[src/rtl/bird_flight_if.sv]
// bird_flight_if: control inputs and bird state outputs for the flight engine
interface bird_flight_if;
  logic       Start;
  logic       Ack;
  logic       BtnPress;
  logic       Lose;
  logic [9:0] Bird_Y;
  logic [9:0] VertSpeed;
  logic       Frame_Tick;
  logic       q_Initial;
  logic       q_Fly;
  logic       q_Dead;
  modport master (
    output Start, Ack, BtnPress, Lose,
    input  Bird_Y, VertSpeed, Frame_Tick, q_Initial, q_Fly, q_Dead
  );
  modport slave (
    input  Start, Ack, BtnPress, Lose,
    output Bird_Y, VertSpeed, Frame_Tick, q_Initial, q_Fly, q_Dead
  );
endinterface

[src/rtl/bird_flight.sv]
// bird_flight: bird vertical physics with self-generated frame tick and INITIAL/FLY/DEAD phases
module bird_flight #(
  parameter int TICK_DIV = 1666667,
  parameter int Y_INIT   = 240,
  parameter int Y_TOP    = 0,
  parameter int Y_GROUND = 464,
  parameter int GRAVITY  = 1,
  parameter int FLAP_VEL = -8,
  parameter int MAX_FALL = 10
) (
  input logic         board_clk,
  input logic         Reset,
  bird_flight_if.slave bus
);
  localparam int CW = $clog2(TICK_DIV);
  localparam logic [CW-1:0] L_LAST = CW'(TICK_DIV - 1);
  localparam logic signed [11:0] L_GRAV = 12'(GRAVITY);
  localparam logic signed [11:0] L_FLAP = 12'(FLAP_VEL);
  localparam logic signed [11:0] L_MAX  = 12'(MAX_FALL);
  localparam logic signed [11:0] L_TOP  = 12'(Y_TOP);
  localparam logic signed [11:0] L_GND  = 12'(Y_GROUND);
  typedef enum logic [2:0] {S_INIT = 3'b001, S_FLY = 3'b010, S_DEAD = 3'b100} state_t;
  state_t r_state, w_next;
  logic [CW-1:0] r_cnt;
  logic r_tick, r_btn, r_flap, w_edge, w_flap;
  logic [9:0] r_y, r_v, w_y, w_v;
  logic signed [11:0] w_vs, w_vg, w_vn, w_ys, w_yn;
  assign w_edge = bus.BtnPress & ~r_btn;
  assign w_flap = r_flap | w_edge;
  // physics in 12-bit signed so ceiling overshoot and ground overshoot are both visible
  assign w_vs = {{2{r_v[9]}}, r_v};
  assign w_vg = w_vs + L_GRAV;
  assign w_vn = w_flap ? L_FLAP : (w_vg > L_MAX ? L_MAX : w_vg);
  assign w_ys = {2'b00, r_y};
  assign w_yn = w_ys + w_vn;
  always_ff @(posedge board_clk) begin
    if (!Reset) begin
      r_state <= S_INIT;
      r_cnt   <= '0;
      r_tick  <= 1'b0;
      r_btn   <= 1'b0;
      r_flap  <= 1'b0;
      r_y     <= 10'(Y_INIT);
      r_v     <= '0;
    end else begin
      r_state <= w_next;
      r_cnt   <= (r_cnt == L_LAST) ? '0 : r_cnt + CW'(1);
      r_tick  <= (r_cnt == L_LAST);
      r_btn   <= bus.BtnPress;
      r_flap  <= (r_state == S_FLY) && !r_tick && w_flap;
      r_y     <= w_y;
      r_v     <= w_v;
    end
  end
  always_comb begin
    w_next = r_state;
    w_y    = r_y;
    w_v    = r_v;
    case (r_state)
      S_INIT: begin
        w_y = 10'(Y_INIT);
        w_v = '0;
        if (bus.Start) w_next = S_FLY;
      end
      S_FLY: begin
        if (bus.Lose) w_next = S_DEAD;
        else if (r_tick) begin
          if (w_yn <= L_TOP) begin
            w_y = 10'(Y_TOP);
            w_v = '0;
          end else if (w_yn >= L_GND) begin
            w_y    = 10'(Y_GROUND);
            w_v    = '0;
            w_next = S_DEAD;
          end else begin
            w_y = w_yn[9:0];
            w_v = w_vn[9:0];
          end
        end
      end
      S_DEAD: begin
        if (bus.Ack) begin
          w_next = S_INIT;
          w_y    = 10'(Y_INIT);
          w_v    = '0;
        end
      end
      default: w_next = S_INIT;
    endcase
  end
  assign bus.Bird_Y     = r_y;
  assign bus.VertSpeed  = r_v;
  assign bus.Frame_Tick = r_tick;
  assign bus.q_Initial  = r_state[0];
  assign bus.q_Fly      = r_state[1];
  assign bus.q_Dead     = r_state[2];
endmodule
[src/flat_wrapper.sv]
// flat-port wrapper written by rule: the top's interface ports become plain ports
module bird_flight_flat 
#(
  parameter int TICK_DIV = 1666667,
  parameter int Y_INIT   = 240,
  parameter int Y_TOP    = 0,
  parameter int Y_GROUND = 464,
  parameter int GRAVITY  = 1,
  parameter int FLAP_VEL = -8,
  parameter int MAX_FALL = 10
)
  (board_clk, Reset, bus_Start, bus_Ack, bus_BtnPress, bus_Lose, bus_Bird_Y, bus_VertSpeed, bus_Frame_Tick, bus_q_Initial, bus_q_Fly, bus_q_Dead);
  bird_flight_if bus_i ();
  input logic board_clk;
  input logic Reset;
  input wire logic [$bits(bus_i.Start)-1:0] bus_Start;
  input wire logic [$bits(bus_i.Ack)-1:0] bus_Ack;
  input wire logic [$bits(bus_i.BtnPress)-1:0] bus_BtnPress;
  input wire logic [$bits(bus_i.Lose)-1:0] bus_Lose;
  output wire logic [$bits(bus_i.Bird_Y)-1:0] bus_Bird_Y;
  output wire logic [$bits(bus_i.VertSpeed)-1:0] bus_VertSpeed;
  output wire logic [$bits(bus_i.Frame_Tick)-1:0] bus_Frame_Tick;
  output wire logic [$bits(bus_i.q_Initial)-1:0] bus_q_Initial;
  output wire logic [$bits(bus_i.q_Fly)-1:0] bus_q_Fly;
  output wire logic [$bits(bus_i.q_Dead)-1:0] bus_q_Dead;
  assign bus_i.Start = bus_Start;
  assign bus_i.Ack = bus_Ack;
  assign bus_i.BtnPress = bus_BtnPress;
  assign bus_i.Lose = bus_Lose;
  assign bus_Bird_Y = bus_i.Bird_Y;
  assign bus_VertSpeed = bus_i.VertSpeed;
  assign bus_Frame_Tick = bus_i.Frame_Tick;
  assign bus_q_Initial = bus_i.q_Initial;
  assign bus_q_Fly = bus_i.q_Fly;
  assign bus_q_Dead = bus_i.q_Dead;
  bird_flight #(.TICK_DIV(TICK_DIV), .Y_INIT(Y_INIT), .Y_TOP(Y_TOP), .Y_GROUND(Y_GROUND), .GRAVITY(GRAVITY), .FLAP_VEL(FLAP_VEL), .MAX_FALL(MAX_FALL)) u_core (.board_clk(board_clk), .Reset(Reset), .bus(bus_i));
endmodule
[config.mk]
export PLATFORM = sky130hd
export DESIGN_NAME = bird_flight_flat
export DESIGN_NICKNAME = d
export VERILOG_FILES = /design/src/rtl/bird_flight_if.sv /design/src/rtl/bird_flight.sv /design/src/flat_wrapper.sv
export SDC_FILE = /design/constraint.sdc
export NUM_CORES = 1
export LEC_CHECK = 0
export BUFFER_PORTS_ARGS = -buffer_cell sky130_fd_sc_hd__buf_2
export CORE_ASPECT_RATIO = 0.9
export CORE_MARGIN = 2
export CORE_UTILIZATION = 54
export CTS_CLUSTER_DIAMETER = 40
export DETAILED_ROUTE_END_ITERATION = 10
export PLACE_DENSITY_LB_ADDON = 0.3
export SLEW_MARGIN = 20
export SYNTH_ARGS = -nofsm -noshare
export SYNTH_HDL_FRONTEND = slang
export SYNTH_SLANG_ARGS = --single-unit
[constraint.sdc]
create_clock -name board_clk -period 4.4 [get_ports board_clk]
set_clock_uncertainty 0.15 [all_clocks]
set_input_delay 0.44 -clock board_clk [delete_from_list [all_inputs] [get_ports board_clk]]
set_output_delay 0.44 -clock board_clk [all_outputs]
set_load 0.005 [all_outputs]
---- Yosys cells after proc, flatten, opt, wreduce, memory -nomap -nowiden ----
Cells that the tools add are included.
storage, ports and cells
  bits in registers ....................... 47
  output and inout bits ................... 24
  word-level logic and storage cells ...... 56
operators by class
  $add $sub $neg .......................... 3
  $lt $le $gt $ge ......................... 3
  eq/ne operators ......................... 11
  muxes and demuxes ....................... 21
  bitwise logic cells ..................... 4
  reductions and logical operators ........ 7
operator list
  operator                 count
  $mux W10                 10
  $pmux W10 S3             2
  $mux W12                 2
  $add A21 B1 Y21 const B  1
  $eq A21 B21 Y1 const B   1
  $mux W3                  6
  $add A11 B12 Y12         1
  $ge A12 B10 Y1 const B   1
  $gt A12 B5 Y1 const B    1
  $le A12 B1 Y1 const B    1
  $add A10 B2 Y11 const B  1
  $pmux W3 S3              1
  $ne A2 B2 Y1 const B     3
  $ne A3 B3 Y1 const B     2
  $reduce_and A5 Y1        1
  $reduce_and A4 Y1        1
  $eq A3 B1 Y1 const B     1
  $eq A3 B2 Y1 const B     1
  $eq A3 B3 Y1 const B     1
  $ne A3 B2 Y1 const B     1
  $reduce_bool A3 Y1       1
  $logic_and A1 B1 Y1      2
  $ne A2 B1 Y1 const B     1
  $not A1 Y1               2
  other kinds (4)          4

---- Logic depth before layout (Yosys ltp) ----
Gate-level depths: netlist (run 1).
  word-level depth ........................ 11
  mapped depth ............................ 20
  mapped depth without buffers ............ 18

---- Worst setup path after synthesis (run 1) ----
OpenSTA, ideal clock, no wires.
  path type ............................... reg-to-reg
  from .................................... register u_core.r_v[0] (netlist: u_core.bus.VertSpeed[0])
  to ...................................... register u_core.r_v[1] (netlist: u_core.bus.VertSpeed[1])
  setup time .............................. 0.137 ns
  arrival time ............................ 4.261 ns
  path slack .............................. -0.148 ns
  cell stages (with the launch flop) ...... 20
  path buffers ............................ 3
  clock period less this slack ............ 4.548 ns
  path through ............................ dfxtp_1 -> ha_1 -> clkbuf_1 -> nand2_1 -> o21ai_0 -> o211ai_2 -> o31ai_4 -> o211ai_1 -> ha_1 -> clkbuf_1 -> a21oi_1 -> a21boi_0 -> o21a_1 -> or2_2 -> o211ai_1 -> o2111ai_1 -> or4_4 -> a21oi_4 -> buf_6 -> o32ai_1
on the way
  cells in the longest elaborated chain, start to end .. 11
RTL lines
  what                       line               RTL
  from (decl)                bird_flight.sv:26  logic [9:0] r_y, r_v, w_y, w_v;
  from (signal assigned)     bird_flight.sv:52  r_v <= w_v;
  $add A10 B2 Y11 (*)        bird_flight.sv:32  assign w_vg = w_vs + L_GRAV;
  $gt A12 B5 Y1              bird_flight.sv:33  assign w_vn = w_flap ? L_FLAP : (w_vg > L_MAX ? L_MAX : w_vg);
  $mux W12 (*) (2 in a row)  bird_flight.sv:33
  $add A11 B12 Y12           bird_flight.sv:35  assign w_yn = w_ys + w_vn;
  $ge A12 B10 Y1             bird_flight.sv:71  end else if (w_yn >= L_GND) begin
  $mux W10                   bird_flight.sv:71
  $mux W10 (*)               bird_flight.sv:68  if (w_yn <= L_TOP) begin
  $mux W10 (*)               bird_flight.sv:67  else if (r_tick) begin
  $mux W10 (*)               bird_flight.sv:66  if (bus.Lose) w_next = S_DEAD;
  $pmux W10 S3 (*)           bird_flight.sv:59  case (r_state)
Every way passes the cells marked *; elsewhere a longest branch is shown, timed or not. The select of a mux whose other input is x is not followed.
A chain may end at the register's enable or synchronous reset.

---- Final worst setup path (run 1) ----
  from .................................... register u_core.r_v[0] (netlist: u_core.bus.VertSpeed[0])
  to ...................................... register u_core.r_v[9] (netlist: u_core.bus.VertSpeed[9])
The elaborated chain is that of the path after synthesis.

==> summary.md, run 1 <==
| Metric | Value |
|---|---|
| DP Worst Slack | `-0.0478 ns` |
| Mux share of post-synthesis cell area | `0.00652` |
| Static Leak | `about 1.6 nW` |
| Core Util, Final | `0.685` |
| Num rows | `26` |
| Area Growth Syn to Fin | `20.9%` |
| Pin count of the biggest net entering global routing | `22` |
| Area leader, netlist | `dfxtp_1` |
| Maxcap violations | `0` |
| CP max FO | `6` |
| Dpl cells | `533` |
| Final count of hold timing violations | `0` |
| Proportion of layout cells with a drive suffix above 1 | `0.225` |
| GRT overflow | `0` |
| DIE AREA | `6680 sq um` |
| WP data required | `4.45 ns` |
| Worst Slack Setup Final | `0.0802 ns` |
| Post-synth EDFFs | `0` |
| I/O pins | `30` |
| Clock slew at reported path FFs | `0.09 ns` |
| Synthesized area per cell | `7.81 sq um` |
| First-pass GRT wire length | `14.8 mm` |
| Pwr Density | `232 nW/um^2` |
| Initial antenna violation count | `0` |
| Hold path endpoint | `u_core.r_btn` |
| Initial core utilization | `0.567` |
| Max Freq | `231 MHz` |
| N_diodes | `0` |
| Num Clock Sinks | `47` |
| Post-Synth XOR/XNOR Area | `0.0752` |
| Synth Area in Compound Gates | `0.241` |
| Deepest level of the CTS H-tree | `2` |
| Crit path kind | `flip-flop to flip-flop` |
| Status | `completed` |
| Primary FF master, synth | `dfxtp_1` |
| Register area share after synthesis | `0.288` |
| Relative slew slack | `0.485` |
| Mapped Area | `3260 sq um` |
| Gr usage total | `0.274` |
| Async SR Flop Fraction | `0` |
| Die Width | `approximately 86 microns` |
| CP endpoint kind | `flip-flop` |
| RR Startpoint | `u_core.bus.VertSpeed[0]` |
| Period minus WS final | `4.32 ns` |
| Multi-input logic area | `2310 sq um` |
| Largest family of logic cells by synthesized area | `simple AND/OR/NAND/NOR gates` |
| Clk buf depth | `2` |
| Nets | `500` |
| Period utilization | `0.982` |
| Placer Congestion | `0.950` |
| Vias in the first global route | `3141` |
| Syn_nets | `439` |
| R2R setup slack | `0.08 ns` |
| Reg2reg path depth | `17` |
| Crit path DAT | `approximately 4.4 ns` |
| Slowest cell on crit path | `or4_4` |
| Hold depth | `2` |
| IO Port Bufs | `29` |
| Vias/cell | `6.23` |
| Routed Antenna Nets | `0` |
| Hold_sp | `bus_BtnPress` |
| Area share of fa/ha/maj cells after synthesis | `0.0575` |
| Final setup viols | `0` |
| Worst slew pin tran | `0.773 ns` |
| Power Total | `915 uW` |
| CP Cell Sequence | `ha_4, or2_1, a211o_1, o31ai_4, o31ai_4, o211ai_1, ha_4, a21oi_2, a21boi_1, o21a_1, nor2_1, a211o_1, o2111ai_2, or4_4, a21oi_4, clkbuf_16, o41ai_1` |
| Core area | `5760 sq um` |
| Die Y | `77.7 microns` |
| Area contributors post-synth | `dfxtp_1, ha_1, nand2_1` |
| WL/cell | `16.7 microns` |
| Final Non-Filler Cells | `550` |
| Post-cts hold buffer count | `0` |
| Reg area | `~950 sq um` |
| CP peak stage delay | `around 0.58 ns` |
| CP Launch Type | `flip-flop` |
| Num CTS Buffers | `5` |
| Synth warn | `0` |
| Iteration-0 DRC Markers | `approximately 310` |
| Via count | `3427` |
| DP HPWL | `6.84 mm` |
| Drt pass-1 iters | `5` |
| Worst hold path type | `primary input to flip-flop` |
| Post-Synthesis Cells | `418` |
| Fillers | `473` |
| CTS tree | `built` |
| Clk_lat worst skew | `0.31 ns` |
| Simple-Gate Fraction of Synth Area | `0.297` |
| Worst hold margin | `roughly 0.22 ns` |
| VDD IR max | `0.168 mV` |
| Worst r2r dst | `u_core.bus.VertSpeed[9]` |
| Post-Route WL | `9.19 mm` |
| Remaining DRCs | `0` |
| Root Driver | `clkbuf_8` |
| Top cell type's share of synthesized area | `0.288` |
| Synth Register Bits | `47` |
| Yosys cell types | `67` |
| Pins over their slew limit | `0` |
==> Yosys cell counts, types with 4 or more instances <==
| cell | instances |
|---|---|
| nand2_1 | 50 |
| nor2_1 | 50 |
| dfxtp_1 | 47 |
| nand3_1 | 24 |
| a21oi_1 | 17 |
| xor2_1 | 17 |
| o21ai_0 | 16 |
| ha_1 | 15 |
| inv_1 | 12 |
| and3_1 | 11 |
| nor3_1 | 11 |
| xnor2_1 | 11 |
| or3_1 | 9 |
| clkbuf_1 | 8 |
| o41ai_1 | 8 |
| nand2b_1 | 7 |
| a211o_1 | 5 |
| a21o_1 | 5 |
| buf_2 | 5 |
| o21ai_1 | 5 |
| or2_2 | 5 |
| a211oi_1 | 4 |
| and2_1 | 4 |
| o211ai_1 | 4 |
| o31ai_1 | 4 |
==> metal layers <==
layer / global-route usage / wire length, microns / part of all wire / up-vias
met1: 0.355 / 3970 / 0.43 / 1596
met2: 0.467 / 4490 / 0.49 / 152
met3: 0.0489 / 562 / 0.061 / 27
met5: 0 / 0 / 0 / -
met4: 0.0746 / 168 / 0.018 / 0
li1: - / - / - / 1652
==> placed cells by master, fill, tap and decap left out, types with 3 or more instances in the layout <==
master and instances:
a211o_1 5, clkbuf_8 5, dfxtp_1 45, nand2_1 50
nand3_1 24, a21oi_1 15, nor2_1 49, xor2_1 17
buf_4 37, inv_1 11, o21ai_0 14, or3_1 8
nor2b_1 3, a211oi_1 4, a21o_1 5, o41ai_1 8
a21oi_2 3, o311ai_1 3, ha_1 11, and3_1 11
o211ai_1 4, nand4b_1 3, buf_2 29, xnor2_1 11
ha_4 4, nand4_1 3, o31ai_1 4, nor3_1 11
o21ai_1 7, nand2b_1 7, o21a_1 3, and2_1 4
or2_2 4
==> power by group <==
group          switching, mW  total, mW  internal, mW
sequential           0.00628      0.436         0.430
clock                  0.152      0.266         0.114
combinational          0.123      0.213        0.0904
total                  0.281      0.915         0.634
==> per-stage QoR <==
step / cell area (sq um) / setup TNS (ns)
finish: 3940 / 0
global route: 3940 / -0.223
CTS: 3780 / 0
detailed placement: 3680 / -0.479
global placement: 3680 / 0
floorplan: 3280 / 0
==> kinds of logic after synthesis <==
family                   after synthesis
AO/OA/AOI/OAI                        105
XOR/XNOR                              28
adder cells (fa/ha/maj)               15
buffers and inverters                 26
flip-flops                            47
multiplexers                           2
AND/OR/NAND/NOR                      195
==> worst max path at each step <==
stage	endpoint	start	slack, ns	cells past startpoint
after detailed placement	u_core.bus.Bird_Y[3]	u_core.bus.VertSpeed[0]	-0.05	17
final	u_core.bus.VertSpeed[9]	u_core.bus.VertSpeed[0]	0.08	17
after global placement	u_core.bus.Bird_Y[3]	u_core.bus.VertSpeed[0]	0.04	17
after global routing	u_core.bus.VertSpeed[9]	u_core.bus.VertSpeed[0]	-0.04	15
after CTS	u_core.bus.Bird_Y[3]	u_core.bus.VertSpeed[0]	0.03	17
after floorplan	u_core.bus.VertSpeed[1]	u_core.bus.VertSpeed[1]	0.05	20
==> flip-flops by register name (all words and copies together), names as in the netlist <==
name	flops
u_core.r_state	3
u_core.r_btn	1
u_core.r_cnt	21
u_core.r_flap	1
u_core.bus.VertSpeed	10
u_core.bus.Frame_Tick	1
u_core.bus.Bird_Y	10
==> timing repair <==
action / CTS / global route
pin swaps: 0 / 9
setup buffers: 0 / 8
endpoints found under the setup margin: 16 / 21
gates resized for setup: 1 / 20
gates cloned: 0 / 1
==> critical path, delay by kind of cell, from the launching register on <==
kind | cells | cell delay, ns
AOI/OAI and AO/OA | 11 | 1.96
adders and majority gates | 2 | 0.53
buffers and inverters | 1 | 0.20
DFF | 1 | 0.38
and+or+nand+nor | 3 | 1.00
==> layout make-up <==
cell class                      instances  area share
Sequential cell                        47       0.240
Inverter                               12      0.0114
Clock inverter                          2     0.00444
Timing Repair Buffer                   68       0.119
Clock buffer                            6      0.0184
Tap cell                               70      0.0222
Multi-Input combinational cell        345       0.585
Note: power is estimated with default switching activity, not from simulation.
==> inputs of run 2 (changes only) <==
Settings changed: CELL_PAD_IN_SITES_DETAIL_PLACEMENT from default to 0, CELL_PAD_IN_SITES_GLOBAL_PLACEMENT from default to 1, CORE_UTILIZATION 54 to 40.
==> summary.md, run 2 (synthesis gave the netlist of run 1 again) <==
| Metric | Value |
|---|---|
| Period minus WS final | `4.28 ns (was 4.32 ns)` |
| Via count | `3211 (was 3427)` |
| VDD IR max | `0.164 mV (was 0.168 mV)` |
| Multi-input logic area | `2300 sq um (was 2310 sq um)` |
| Num Clock Sinks | `47 (unchanged)` |
| Max reg flops | `21 (unchanged)` |
| Maxcap violations | `0 (unchanged)` |
| Final count of hold timing violations | `0 (unchanged)` |
| Pin count of the biggest net entering global routing | `22 (unchanged)` |
| Commonest non-fill, non-tap cells in the layout | `nor2_1, nand2_1, dfxtp_1 (was nand2_1, nor2_1, dfxtp_1)` |
| Initial core utilization | `0.408 (was 0.567)` |
| Period utilization | `0.973 (was 0.982)` |
| Crit path kind | `flip-flop to flip-flop (unchanged)` |
| Nets | `499 (was 500)` |
| Worst hold path type | `primary input to flip-flop (unchanged)` |
| Iteration-0 DRC Markers | `169 (was 305)` |
| Num CTS Buffers | `5 (unchanged)` |
| Root Driver | `clkbuf_8 (unchanged)` |
| WP depth | `16 (was 17)` |
| GRT overflow | `0 (unchanged)` |
| Pins over their slew limit | `0 (unchanged)` |
| Num rows | `31 (was 26)` |
| IO Port Bufs | `29 (unchanged)` |
| Vias/cell | `5.56 (was 6.23)` |
| Die Width | `99.2 microns (was 85.9 microns)` |
| Pwr Density | `233 nW/um^2 (was 232 nW/um^2)` |
| CP Cell Sequence | `inv_1, ha_4, or2_0, a211o_1, o31ai_4, o31ai_4, o211ai_1, ha_4, a21o_1, or3_4, o211ai_1, o2111ai_2, or4_4, a21oi_4, clkbuf_16, o31ai_1 (was ha_4, or2_1, a211o_1, o31ai_4, o31ai_4, o211ai_1, ha_4, a21oi_2, a21boi_1, o21a_1, nor2_1, a211o_1, o2111ai_2, or4_4, a21oi_4, clkbuf_16, o41ai_1)` |
| Status | `completed (unchanged)` |
| WP data required | `4.44 ns (was 4.45 ns)` |
| Max Freq | `234 MHz (was 231 MHz)` |
| CP max FO | `8 (was 6)` |
| Die Y | `89.7 microns (was 77.7 microns)` |
| Clock slew at reported path FFs | `0.10 ns (was 0.09 ns)` |
| Clk_lat worst skew | `0.31 ns (about the same)` |
| Register with the most flip-flops | `u_core.r_cnt (unchanged)` |
| Initial antenna violation count | `0 (unchanged)` |
| First-pass GRT wire length | `13.7 mm (was 14.8 mm)` |
| Post-Route WL | `8.77 mm (was 9.19 mm)` |
| Worst hold margin | `0.206 ns (was 0.222 ns)` |
| WL/cell | `15.2 microns (was 16.7 microns)` |
| Reg2reg path depth | `16 (was 17)` |
| Hold depth | `2 (unchanged)` |
| Routed Antenna Nets | `0 (unchanged)` |
| Vias in the first global route | `2813 (was 3141)` |
| Deepest level of the CTS H-tree | `2 (unchanged)` |
| Placer Congestion | `0.856 (was 0.950)` |
| DP HPWL | `6.64 mm (was 6.84 mm)` |
| Drt pass-1 iters | `4 (was 5)` |
| Worst slew pin tran | `0.833 ns (was 0.773 ns)` |
| Area Growth Syn to Fin | `21.7% (was 20.9%)` |
| Static Leak | `1.56 nW (was 1.57 nW)` |
| CP peak stage delay | `0.49 ns (was 0.58 ns)` |
| N_diodes | `0 (unchanged)` |
| Gr usage total | `0.191 (was 0.274)` |
| Fillers | `808 (was 473)` |
| CP endpoint kind | `flip-flop (unchanged)` |
| DIE AREA | `8900 sq um (was 6680 sq um)` |
| Crit path buf inv count | `2 (was 1)` |
| Crit path DAT | `4.32 ns (was 4.37 ns)` |
| Remaining DRCs | `0 (unchanged)` |
| Slowest cell on crit path | `or4_4 (unchanged)` |
| CP Launch Type | `flip-flop (unchanged)` |
| Core area | `7990 sq um (was 5760 sq um)` |
| Reg area | `948 sq um (was 946 sq um)` |
| Cell family with most CP delay | `compound AO/OA/AOI/OAI gates (unchanged)` |
| Proportion of layout cells with a drive suffix above 1 | `0.223 (was 0.225)` |
| Post-cts hold buffer count | `0 (unchanged)` |
| CTS tree | `built (unchanged)` |
| I/O pins | `30 (unchanged)` |
| Final setup viols | `0 (unchanged)` |
| Clk buf depth | `2 (unchanged)` |
| Relative slew slack | `0.444 (was 0.485)` |
| Power Total | `925 uW (was 915 uW)` |
-- run 2: area by class of cell --
cell class | instances | share of cell area
Multi-Input combinational cell | 345 | 0.578
Sequential cell | 47 | 0.239
Timing Repair Buffer | 67 | 0.116
Tap cell | 99 | 0.0312
Clock buffer | 5 | 0.0173
Inverter | 12 | 0.0113
Clock inverter | 3 | 0.00693
-- run 2: routing by layer --
layer,track usage,part of all wire,wire [microns],vias up
li1,-,-,-,1650
met4,0.0399,0.0098,86,0
met1,0.265,0.46,4070,1466
met3,0.0387,0.078,684,10
met5,0,0,0,-
met2,0.310,0.45,3930,85
-- run 2: path summary, 6_finish.rpt --
path | start | to | slack [ns]
max | u_core.bus.VertSpeed[1] | u_core.bus.VertSpeed[0] | 0.12
min | bus_BtnPress | u_core.r_btn | 0.21
max reg2reg | u_core.bus.VertSpeed[1] | u_core.bus.VertSpeed[0] | 0.12
min reg2reg | u_core.bus.Bird_Y[8] | u_core.bus.Bird_Y[8] | 0.32
-- run 2: where the power goes --
group	total (mW)	switching, mW	internal, mW
registers	0.435	0.00590	0.429
clock network	0.280	0.162	0.118
logic	0.210	0.118	0.0918
-- run 2: per-stage QoR --
| stage | TNS [ns] | area [sq um] | util | setup slack, ns | cells |
|---|---|---|---|---|---|
| floorplan | 0 | 3280 | - | 0.0543 | 418 |
| global placement | 0 | 3700 | 0.464 | 0.0643 | 560 |
| detailed placement | -0.0350 | 3700 | 0.464 | -0.0158 | 560 |
| CTS | 0 | 3810 | 0.476 | 0.00677 | 568 |
| global route | -0.338 | 3970 | 0.497 | -0.0463 | 578 |
| finish | 0 | 3970 | 0.497 | 0.120 | 578 |
-- run 2: what timing repair did --
item                                    4_1_cts  5_1_grt
cloned                                        0        1
pin swaps                                     1        7
gates resized for setup                       2       18
endpoints found under the setup margin       11       20
buffers inserted                              0        9
==> inputs of run 3 (changes only) <==
Settings changed: BUFFER_PORTS_ARGS -buffer_cell sky130_fd_sc_hd__buf_2 to default, CORE_UTILIZATION 40 to 43, DONT_BUFFER_PORTS from default to 1.
==> summary.md, run 3 (synthesis gave the netlist of run 1 again) <==
| Metric | Value |
|---|---|
| Status | `completed (unchanged)` |
| DIE AREA | `8300 sq um (was 8900 sq um)` |
| DP HPWL | `6.74 mm (was 6.64 mm)` |
| DP Worst Slack | `-0.0203 ns (was -0.0158 ns)` |
| Gr usage total | `0.225 (was 0.191)` |
| Worst r2r dst | `u_core.bus.Bird_Y[2] (was u_core.bus.VertSpeed[0])` |
| Worst Slack Setup Final | `0.0587 ns (was 0.120 ns)` |
| Clock slew at reported path FFs | `0.09 ns (was 0.10 ns)` |
| WL/cell | `16.7 microns (was 15.2 microns)` |
| Max Freq | `230 MHz (was 234 MHz)` |
| RR Startpoint | `u_core.bus.VertSpeed[0] (was u_core.bus.VertSpeed[1])` |
| Vias in the first global route | `2953 (was 2813)` |
| Num CTS Buffers | `5 (unchanged)` |
| IO Port Bufs | `0 (was 29)` |
| Worst hold path type | `primary input to flip-flop (unchanged)` |
| Clock Power Share | `0.299 (was 0.303)` |
| Crit path DAT | `4.38 ns (was 4.32 ns)` |
| Area Growth Syn to Fin | `17.7% (was 21.7%)` |
| Core area | `7430 sq um (was 7990 sq um)` |
| RSZ-0062 raised after global routing | `yes` |
| Routed Antenna Nets | `0 (unchanged)` |
| Initial core utilization | `0.439 (was 0.408)` |
| Proportion of layout cells with a drive suffix above 1 | `0.178 (was 0.223)` |
| Placer Congestion | `0.917 (was 0.856)` |
| Post-Route WL | `9.13 mm (was 8.77 mm)` |
| Maxcap violations | `0 (unchanged)` |
| Hold path endpoint | `u_core.r_state[0] (was u_core.r_btn)` |
| CP endpoint kind | `flip-flop (unchanged)` |
| Cell Int Power | `631 uW (was 639 uW)` |
| Power Total | `917 uW (was 925 uW)` |
| Drt pass-1 iters | `5 (was 4)` |
| Hold depth | `1 (was 2)` |
| Vias/cell | `5.84 (was 5.56)` |
| Worst Setup SP | `u_core.bus.VertSpeed[0] (was u_core.bus.VertSpeed[1])` |
| Remaining DRCs | `0 (unchanged)` |
| R2R setup slack | `0.06 ns (was 0.12 ns)` |
| Via count | `3190 (was 3211)` |
| Pwr Density | `239 nW/um^2 (was 233 nW/um^2)` |
| Deepest level of the CTS H-tree | `2 (unchanged)` |
| Reg2reg path depth | `17 (was 16)` |
| Period minus WS final | `4.34 ns (was 4.28 ns)` |
| Seq pwr share | `0.475 (was 0.470)` |
| GRT overflow | `0 (unchanged)` |
| Fillers | `745 (was 808)` |
| Relative slew slack | `0.439 (was 0.444)` |
| Final count of hold timing violations | `0 (unchanged)` |
| Num Clock Sinks | `47 (unchanged)` |
| Multi-input logic area | `2320 sq um (was 2300 sq um)` |
| Logic pwr share | `0.226 (was 0.227)` |
| Crit path kind | `flip-flop to flip-flop (unchanged)` |
| Period utilization | `0.987 (was 0.973)` |
| CP Launch Type | `flip-flop (unchanged)` |
| Static Leak | `1.44 nW (was 1.56 nW)` |
| Pin count of the biggest net entering global routing | `22 (unchanged)` |
| Commonest non-fill, non-tap cell in the layout | `nand2_1` |
| Core Util, Final | `0.517 (was 0.497)` |
| Nets | `470 (was 499)` |
| Die Width | `95.8 microns (was 99.2 microns)` |
| Die Y | `86.6 microns (was 89.7 microns)` |
| CP max FO | `7 (was 8)` |
| Clk_lat worst skew | `0.30 ns (was 0.31 ns)` |
| Reg area | `948 sq um (unchanged)` |
| Initial antenna violation count | `0 (unchanged)` |
| Sw Pwr | `286 uW (was 287 uW)` |
| Commonest non-fill, non-tap cells in the layout | `nand2_1, nor2_1, dfxtp_1 (was nor2_1, nand2_1, dfxtp_1)` |
| Sw Share | `0.312 (was 0.310)` |
| Root Driver | `clkbuf_8 (unchanged)` |
| Max reg flops | `21 (unchanged)` |
| Setup total negative slack | `0 ns (unchanged)` |
| N_diodes | `0 (unchanged)` |
| Final setup viols | `0 (unchanged)` |
| Num rows | `30 (was 31)` |
| CTS tree | `built (unchanged)` |
| Register with the most flip-flops | `u_core.r_cnt (unchanged)` |
| Iteration-0 DRC Markers | `268 (was 169)` |
| Worst slew pin tran | `0.841 ns (was 0.833 ns)` |
| Hold_sp | `Reset (was bus_BtnPress)` |
| First-pass GRT wire length | `14.7 mm (was 13.7 mm)` |
| WP data required | `4.44 ns (about the same)` |
| Clk buf depth | `2 (unchanged)` |
| VDD IR max | `0.181 mV (was 0.164 mV)` |
| Pins over their slew limit | `0 (unchanged)` |
| I/O pins | `30 (unchanged)` |
[run 3: worst max-delay path by stage]
stage | endpoint | slack [ns] | depth (start not counted)
2_1_floorplan | u_core.bus.VertSpeed[1] | 0.05 | 20
3_3_place_gp | u_core.bus.VertSpeed[1] | 0.07 | 18
3_5_place_dp | u_core.bus.VertSpeed[1] | -0.02 | 17
4_1_cts | u_core.bus.VertSpeed[1] | 0.02 | 19
5_1_grt | u_core.bus.Bird_Y[2] | -0.12 | 17
6_report | u_core.bus.Bird_Y[2] | 0.06 | 17
[run 3: repair_timing]
item                       CTS  global route
gates cloned                 0             1
resized for setup            3            24
pin swaps                    0            12
setup endpoints to repair   15            20
setup buffers                0            10
hold buffers                 0             0
[run 3: final cells by class]
class	count	share of cell area
multi-input cells	345	0.603
flip-flops and latches	47	0.247
repair buffers	38	0.0831
well taps	96	0.0313
clock buffers	6	0.0189
inverters	12	0.0124
clock inverters	2	0.00423
[run 3: metal layers]
metal | wire [microns] | vias up | global-route usage
met4 | 73 | 0 | 0.0455
met3 | 632 | 7 | 0.0383
met5 | 0 | - | 0
met1 | 4340 | 1508 | 0.323
li1 | - | 1598 | -
met2 | 4090 | 77 | 0.355
[run 3: power groups by stage]
stage | clock [mW] | combinational [mW] | sequential [mW]
CTS | 0.283 | 0.182 | 0.437
global route | 0.299 | 0.225 | 0.437
floorplan | 0 | 0.126 | 0.445
global placement | 0 | 0.178 | 0.446
detailed placement | 0 | 0.179 | 0.447
finish | 0.274 | 0.207 | 0.436
[run 3: critical path, cell delays in order, from the launching register on]
cell	delay, ns
dfxtp_4	0.39
ha_4	0.26
or2_1	0.22
a211o_1	0.32
o31ai_4	0.30
o31ai_4	0.11
o211ai_1	0.21
ha_4	0.29
a21oi_2	0.14
a21boi_1	0.07
o21a_1	0.19
or2_4	0.24
o211ai_1	0.09
o2111ai_2	0.18
or4_4	0.58
a21oi_4	0.21
clkbuf_16	0.19
o41ai_1	0.08
[run 3: stage by stage]
step	instance area [sq um]	std cells	hold slack [ns]
3_3_place_gp	3550	527	0.304
4_1_cts	3650	535	0.0417
2_1_floorplan	3280	418	0.287
5_1_grt	3840	546	0.0330
3_5_place_dp	3550	527	0.317
6_report	3840	546	0.0475
